File: config.mk
export PLATFORM = sky130hd
export DESIGN_NAME = spi_alu_node_flat
export DESIGN_NICKNAME = d
export VERILOG_FILES = /design/src/rtl/spi_alu_node_if.sv /design/src/rtl/spi_alu_node.sv /design/src/flat_wrapper.sv
export SDC_FILE = /design/constraint.sdc
export NUM_CORES = 1
export LEC_CHECK = 0
export CAP_MARGIN = 15
export CORE_MARGIN = 4
export CORE_UTILIZATION = 40
export CTS_CLUSTER_DIAMETER = 40
export DETAILED_ROUTE_END_ITERATION = 8
export SLEW_MARGIN = 20
export SYNTH_ARGS = -nofsm -noshare
export SYNTH_HDL_FRONTEND = slang
export SYNTH_SLANG_ARGS = --single-unit
File: constraint.sdc
create_clock -name clk -period 5.4 [get_ports clk]
set_clock_uncertainty 0.2 [all_clocks]
set_input_delay 0.81 -clock clk [delete_from_list [all_inputs] [get_ports clk]]
set_output_delay 0.81 -clock clk [all_outputs]
set_load 0.01 [all_outputs]
File: src/rtl/spi_alu_node_if.sv
// SPI pin bundle for the ALU node: the master drives SCLK/MOSI/SS and the node returns MISO.
interface spi_alu_node_if;
  logic SCLK;
  logic MOSI;
  logic SS;
  logic MISO;

  modport master (output SCLK, output MOSI, output SS, input MISO);
  modport slave  (input SCLK, input MOSI, input SS, output MISO);
endinterface

File: src/rtl/spi_alu_node.sv
// SPI mode-0 controlled ALU node: one frame carries A, B and the opcode, the node answers with
// the previous result and flags, and a PWM LED shows the committed result as a duty cycle.
module spi_alu_node #(
  parameter int W           = 4,
  parameter int SYNC_STAGES = 2
) (
  input  logic           clk,
  input  logic           rst,
  spi_alu_node_if.slave  spi,
  output logic [W-1:0]   result,
  output logic           N,
  output logic           Z,
  output logic           C,
  output logic           V,
  output logic           frame_valid,
  output logic           frame_err,
  output logic           led
);

  localparam int F  = 2*W + 2;
  localparam int CW = $clog2(F + 2);
  localparam int SW = $clog2(SYNC_STAGES + 1) + 1;

  localparam logic [1:0] WAIT_IDLE = 2'd0;
  localparam logic [1:0] IDLE      = 2'd1;
  localparam logic [1:0] RECV      = 2'd2;
  localparam logic [1:0] COMMIT    = 2'd3;

  logic [SYNC_STAGES-1:0] sclk_sync_q, sclk_sync_d;
  logic [SYNC_STAGES-1:0] mosi_sync_q, mosi_sync_d;
  logic [SYNC_STAGES-1:0] ss_sync_q, ss_sync_d;
  logic                   sclk_prev_q, sclk_prev_d;
  logic                   ss_prev_q, ss_prev_d;

  logic [1:0]    state_q, state_d;
  logic [SW-1:0] settle_q, settle_d;
  logic [CW-1:0] bit_cnt_q, bit_cnt_d;
  logic [F-1:0]  rx_q, rx_d;
  logic [F-1:0]  tx_q, tx_d;
  logic          miso_q, miso_d;

  logic [W-1:0]  result_q, result_d;
  logic          n_q, n_d, z_q, z_d, c_q, c_d, v_q, v_d;
  logic          frame_valid_q, frame_valid_d;
  logic          frame_err_q, frame_err_d;
  logic [W-1:0]  pwm_cnt_q, pwm_cnt_d;
  logic          led_q, led_d;

  logic          sclk_s, mosi_s, ss_s;
  logic          sclk_rise, sclk_fall, ss_fall, ss_rise;
  logic [F-1:0]  tx_load;

  logic [W-1:0]  op_a, op_b;
  logic [1:0]    op_sel;
  logic [W:0]    sum, diff;
  logic [W-1:0]  alu_r;
  logic          alu_c, alu_v;

  always_comb begin
    sclk_sync_d = (sclk_sync_q << 1) | SYNC_STAGES'(spi.SCLK);
    mosi_sync_d = (mosi_sync_q << 1) | SYNC_STAGES'(spi.MOSI);
    ss_sync_d   = (ss_sync_q << 1)   | SYNC_STAGES'(spi.SS);
    sclk_s      = sclk_sync_q[SYNC_STAGES-1];
    mosi_s      = mosi_sync_q[SYNC_STAGES-1];
    ss_s        = ss_sync_q[SYNC_STAGES-1];
    sclk_prev_d = sclk_s;
    ss_prev_d   = ss_s;
    sclk_rise   = sclk_s & ~sclk_prev_q;
    sclk_fall   = ~sclk_s & sclk_prev_q;
    ss_fall     = ~ss_s & ss_prev_q;
    ss_rise     = ss_s & ~ss_prev_q;
  end

  // Reply word: previous result and flags, left-aligned in the frame, zero-padded.
  always_comb begin
    tx_load = F'({result_q, n_q, z_q, c_q, v_q}) << (F - W - 4);
  end

  always_comb begin
    op_a   = rx_q[F-1 -: W];
    op_b   = rx_q[W+1 -: W];
    op_sel = rx_q[1:0];
    sum    = {1'b0, op_a} + {1'b0, op_b};
    diff   = {1'b0, op_a} - {1'b0, op_b};
    alu_r  = '0;
    alu_c  = 1'b0;
    alu_v  = 1'b0;
    case (op_sel)
      2'b00: begin
        alu_r = sum[W-1:0];
        alu_c = sum[W];
        alu_v = (op_a[W-1] == op_b[W-1]) && (sum[W-1] != op_a[W-1]);
      end
      2'b01: begin
        alu_r = diff[W-1:0];
        alu_c = ~diff[W];
        alu_v = (op_a[W-1] != op_b[W-1]) && (diff[W-1] != op_a[W-1]);
      end
      2'b10:   alu_r = op_a & op_b;
      default: alu_r = op_a | op_b;
    endcase
  end

  always_comb begin
    state_d       = state_q;
    settle_d      = settle_q;
    bit_cnt_d     = bit_cnt_q;
    rx_d          = rx_q;
    tx_d          = tx_q;
    result_d      = result_q;
    n_d           = n_q;
    z_d           = z_q;
    c_d           = c_q;
    v_d           = v_q;
    frame_valid_d = 1'b0;
    frame_err_d   = frame_err_q;
    case (state_q)
      // The synchroniser resets to SS=1, so only trust SS high once real pin samples have arrived.
      WAIT_IDLE: begin
        if (ss_s) begin
          if (settle_q == SW'(SYNC_STAGES)) state_d = IDLE;
          else                               settle_d = settle_q + 1'b1;
        end else begin
          settle_d = '0;
        end
      end
      IDLE: begin
        if (ss_fall) begin
          state_d   = RECV;
          bit_cnt_d = '0;
          tx_d      = tx_load;
        end
      end
      RECV: begin
        if (ss_rise) begin
          state_d = COMMIT;
        end else begin
          if (sclk_rise) begin
            rx_d = {rx_q[F-2:0], mosi_s};
            if (bit_cnt_q != CW'(F + 1)) bit_cnt_d = bit_cnt_q + 1'b1;
          end
          if (sclk_fall) tx_d = tx_q << 1;
        end
      end
      default: begin
        state_d = IDLE;
        if (bit_cnt_q == CW'(F)) begin
          result_d      = alu_r;
          n_d           = alu_r[W-1];
          z_d           = (alu_r == '0);
          c_d           = alu_c;
          v_d           = alu_v;
          frame_valid_d = 1'b1;
          frame_err_d   = 1'b0;
        end else begin
          frame_err_d   = 1'b1;
        end
      end
    endcase
    miso_d = (state_d == RECV) ? tx_d[F-1] : 1'b0;
  end

  // Free-running PWM; a new result simply changes the compare threshold.
  always_comb begin
    pwm_cnt_d = pwm_cnt_q + 1'b1;
    led_d     = (pwm_cnt_q < result_q);
  end

  always_ff @(posedge clk) begin
    if (rst) begin
      sclk_sync_q   <= '0;
      mosi_sync_q   <= '0;
      ss_sync_q     <= '1;
      sclk_prev_q   <= 1'b0;
      ss_prev_q     <= 1'b1;
      state_q       <= WAIT_IDLE;
      settle_q      <= '0;
      bit_cnt_q     <= '0;
      rx_q          <= '0;
      tx_q          <= '0;
      miso_q        <= 1'b0;
      result_q      <= '0;
      n_q           <= 1'b0;
      z_q           <= 1'b0;
      c_q           <= 1'b0;
      v_q           <= 1'b0;
      frame_valid_q <= 1'b0;
      frame_err_q   <= 1'b0;
      pwm_cnt_q     <= '0;
      led_q         <= 1'b0;
    end else begin
      sclk_sync_q   <= sclk_sync_d;
      mosi_sync_q   <= mosi_sync_d;
      ss_sync_q     <= ss_sync_d;
      sclk_prev_q   <= sclk_prev_d;
      ss_prev_q     <= ss_prev_d;
      state_q       <= state_d;
      settle_q      <= settle_d;
      bit_cnt_q     <= bit_cnt_d;
      rx_q          <= rx_d;
      tx_q          <= tx_d;
      miso_q        <= miso_d;
      result_q      <= result_d;
      n_q           <= n_d;
      z_q           <= z_d;
      c_q           <= c_d;
      v_q           <= v_d;
      frame_valid_q <= frame_valid_d;
      frame_err_q   <= frame_err_d;
      pwm_cnt_q     <= pwm_cnt_d;
      led_q         <= led_d;
    end
  end

  assign spi.MISO    = miso_q;
  assign result      = result_q;
  assign N           = n_q;
  assign Z           = z_q;
  assign C           = c_q;
  assign V           = v_q;
  assign frame_valid = frame_valid_q;
  assign frame_err   = frame_err_q;
  assign led         = led_q;

endmodule

File: src/flat_wrapper.sv
// flat-port wrapper written by rule: the top's interface ports become plain ports
module spi_alu_node_flat 
#(
  parameter int W           = 4,
  parameter int SYNC_STAGES = 2
)
  (clk, rst, result, N, Z, C, V, frame_valid, frame_err, led, spi_SCLK, spi_MOSI, spi_SS, spi_MISO);
  spi_alu_node_if spi_i ();
  input  logic clk;
  input  logic rst;
  output logic [W-1:0] result;
  output logic N;
  output logic Z;
  output logic C;
  output logic V;
  output logic frame_valid;
  output logic frame_err;
  output logic led;
  input wire logic [$bits(spi_i.SCLK)-1:0] spi_SCLK;
  input wire logic [$bits(spi_i.MOSI)-1:0] spi_MOSI;
  input wire logic [$bits(spi_i.SS)-1:0] spi_SS;
  output wire logic [$bits(spi_i.MISO)-1:0] spi_MISO;
  assign spi_i.SCLK = spi_SCLK;
  assign spi_i.MOSI = spi_MOSI;
  assign spi_i.SS = spi_SS;
  assign spi_MISO = spi_i.MISO;
  spi_alu_node #(.W(W), .SYNC_STAGES(SYNC_STAGES)) u_core (.clk(clk), .rst(rst), .spi(spi_i), .result(result), .N(N), .Z(Z), .C(C), .V(V), .frame_valid(frame_valid), .frame_err(frame_err), .led(led));
endmodule
==> flow_metrics.env <==
export IMPL_rsz0062_at_grt="no"
export IMPL_drt_total_wl_um=5180
export IMPL_portBuffers=16
export IMPL_dpl_cell_count=383
export IMPL_vias_per_cell=5.19
export IMPL_final_hold_viol_count=0
export IMPL_seq_power_share_pct=50.6
export IMPL_yosysWarnings=0
export IMPL_final_nets=346
export IMPL_clock_latency_ns=0.30
export IMPL_syn_nets=337
export IMPL_clock_sinks=51
export IMPL_cts_tree="done"
export IMPL_clk_path_buf_depth=2
export IMPL_ys_ff_latch=51
export IMPL_final_layout_size_suffix_gt1_share_pct=5.73
export IMPL_coreArea_sq_um=6490
export IMPL_cts_resized=0
export IMPL_hold_start="u_core.ss_sync_q[0]$_SDFF_PP1_"
export IMPL_dieArea_sq_um=8190
export IMPL_hold_end="u_core.ss_sync_q[1]$_SDFF_PP1_"
export IMPL_status="completed"
export IMPL_dr_pass1_iters=4
export IMPL_fin_tns_setup_ns=0
export IMPL_finalCritPeriodShare_pct=48.1
export IMPL_diodes=0
export IMPL_min_path_type="reg -> reg"
export IMPL_path_max_fanout=24
export IMPL_slew_violations=0
export IMPL_max_cap_viol_count=0
export IMPL_vdd_drop_max_mv=0.141
export IMPL_cts_made_buffers=5
export IMPL_sw_frac_of_total_pct=29.0
export IMPL_async_flop_share_pct=0
export IMPL_post_cts_buffers=0
export IMPL_p_sw_w=0.000235
export IMPL_grt_total_usage_pct=13.4
export IMPL_fmax_ghz=0.385
export IMPL_grt_pass1_wl_um=9100
export IMPL_p_int_w=0.000574
export IMPL_setup_viol=0
export IMPL_power_total_w=0.000809
export IMPL_reg2reg_from="u_core.rx_q[6]$_SDFFE_PP0P_"
export IMPL_antenna_found_initial=0
export IMPL_critPathKind="in -> reg"
export IMPL_drt_iter0_drc=72
export IMPL_num_rows=29
export IMPL_drc=0
export IMPL_fin_util_pct=46.1
export IMPL_synthesis_area_sq_um=2720
export IMPL_antenna_left=0
export IMPL_syn_avg_cell_area_sq_um=8.96
export IMPL_fin_ws_ns=2.80
export IMPL_grt_pass1_vias=1956
export IMPL_r2r_setup_slack_ns=2.93
export IMPL_synthCells=304
export IMPL_cts_hold_buf=0
export IMPL_hold_depth=1
export IMPL_p_comb_share_pct=20.1
export IMPL_netlist_cell_type_count=52
export IMPL_leakagePower_nw=1.15
export IMPL_die_x_um=90.5
export IMPL_die_height_um=90.5
export IMPL_synth_edf_count=0
export IMPL_stdcell_count=391
export IMPL_synthFlopType="dfxtp_1"
export IMPL_dp_hpwl_um=3860
export IMPL_cts_root_buffer="clkbuf_8"
export IMPL_start_util_pct=41.9
export IMPL_startpoint_type="primary input"
export IMPL_ys_seq_area_share_pct=37.5
export IMPL_grt_ovfl_total=0
export IMPL_worst_setup_path_end_kind="flop"
export IMPL_ff2ff_path_depth=9
export IMPL_wl_per_cell_um=13.3
export IMPL_htreeDepth=2
export IMPL_clkPwrFrac_pct=29.4
export IMPL_cp_required_ns=5.43
export IMPL_clkTransAtPathRegs_ns=0.09
export IMPL_grt_max_degree=25
export IMPL_cp_arrival_ns=2.62
export IMPL_ioPinCount=17
export IMPL_cellPowerDensity_nw_per_um2=270
export IMPL_period_minus_slack_ns=2.60
export IMPL_worst_pin_slew_ns=0.748
export IMPL_num_vias=2031
export IMPL_routabilityCongestion=0.752
export IMPL_areaGrowthSynthToFinish_pct=9.88
export IMPL_dp_slack_ns=2.48
export IMPL_slew_headroom_pct=50.0
export IMPL_worstReg2RegEnd="u_core.Z$_SDFFE_PP0P_"
-- power groups by stage --
stage / Sequential (W) / Combinational (W) / Clock (W)
final: 0.000409 / 0.000162 / 0.000238
after global routing: 0.000412 / 0.000184 / 0.000261
after CTS: 0.000409 / 0.000163 / 0.000246
after detailed placement: 0.000418 / 0.000162 / 0
after global placement: 0.000417 / 0.000161 / 0
after floorplan: 0.000414 / 0.000133 / 0
-- cell families (layout without fill, tap and decap cells) --
family / after synthesis / after routing / share of synthesized area [%]
buffers and inverters: 38 / 48 / 6.80
adder cells (fa/ha/maj): 28 / 28 / 13.4
XOR/XNOR: 7 / 7 / 2.25
flip-flops: 51 / 51 / 37.5
AO/OA/AOI/OAI: 62 / 62 / 16.4
AND/OR/NAND/NOR: 110 / 110 / 20.3
multiplexers: 8 / 8 / 3.40
-- cell usage in the layout, fill, tap and decap left out, drive strengths merged, types with 3 or more instances in the layout --
| cell type | Yosys | final |
|---|---|---|
| o2bb2ai | 8 | 8 |
| nand3b | 3 | 3 |
| a21oi | 18 | 18 |
| and3 | 3 | 3 |
| clkbuf | 6 | 7 |
| or2 | 3 | 3 |
| nand2 | 17 | 17 |
| or3 | 3 | 3 |
| nand2b | 5 | 5 |
| clkdlybuf4s50 | 0 | 16 |
| xnor2 | 4 | 4 |
| mux2i | 7 | 7 |
| nand3 | 6 | 6 |
| a22oi | 7 | 7 |
| xor2 | 3 | 3 |
| dfxtp | 51 | 51 |
| inv | 23 | 23 |
| nor2b | 14 | 14 |
| nor2 | 40 | 40 |
| ha | 26 | 26 |
| a21o | 4 | 4 |
| o21ai | 8 | 8 |
| nor3 | 6 | 6 |
-- flip-flops by register name, indices dropped and copies added, names as in the netlist, 2 cells and up --
signal              count
u_core.rx_q            10
u_core.tx_q             9
u_core.bit_cnt_q        4
u_core.pwm_cnt_q        4
u_core.result           3
u_core.settle_q         3
u_core.mosi_sync_q      2
u_core.sclk_sync_q      2
u_core.ss_sync_q        2
u_core.state_q          2
-- per-stage QoR --
step | area (sq um) | hold slack (ns)
3_5_place_dp | 2890 | 0.206
3_3_place_gp | 2890 | 0.213
6_report | 2990 | 0.243
5_1_grt | 2990 | 0.259
4_1_cts | 2990 | 0.239
2_1_floorplan | 2720 | 0.189
-- cell type report --
cell class                      instances  area (sq um)
Clock buffer                            7          96.3
Multi-Input combinational cell        215          1520
Timing Repair Buffer                   17           168
Inverter                               23          86.3
Fill cell                             620          3500
Tap cell                               77          96.3
Sequential cell                        51          1020
Clock inverter                          1          7.51
-- Yosys cell counts, drive strengths merged, types with 7 or more instances --
| cell | instances | area (sq um) |
|---|---|---|
| a22oi | 7 | 52.6 |
| o2bb2ai | 8 | 70.1 |
| nand2 | 17 | 63.8 |
| inv | 23 | 86.3 |
| nor2 | 40 | 150 |
| a21oi | 18 | 90.1 |
| dfxtp | 51 | 1020 |
| o21ai | 8 | 40.0 |
| buf | 9 | 76.3 |
| mux2i | 7 | 70.1 |
| ha | 26 | 325 |
| nor2b | 14 | 87.6 |
-- how the worst max path moves through the flow --
stage | slack [ns] | start | end | depth (start not counted)
finish | 2.80 | rst | u_core.tx_q[3]$_SDFFE_PP0P_ | 4
global route | 2.64 | rst | u_core.tx_q[4]$_SDFFE_PP0P_ | 4
CTS | 2.80 | rst | u_core.tx_q[4]$_SDFFE_PP0P_ | 4
detailed placement | 2.48 | rst | u_core.tx_q[4]$_SDFFE_PP0P_ | 4
global placement | 2.51 | rst | u_core.tx_q[1]$_SDFFE_PP0P_ | 4
floorplan | 3.20 | u_core.rx_q[6]$_SDFFE_PP0P_ | u_core.Z$_SDFFE_PP0P_ | 9
-- layer usage --
metal	up-vias	GRT usage [%]	wire, um
li1	1066	-	-
met1	934	18.5	2700
met2	22	20.4	2250
met3	9	2.67	112
met4	0	5.48	119
met5	-	0	0
-- critical path, cell delays in order --
cell	delay (ns)
clkdlybuf4s50_1	0.79
buf_4	0.42
nor2_1	0.42
o2bb2ai_1	0.17
Power figures use the tool's default switching activity.
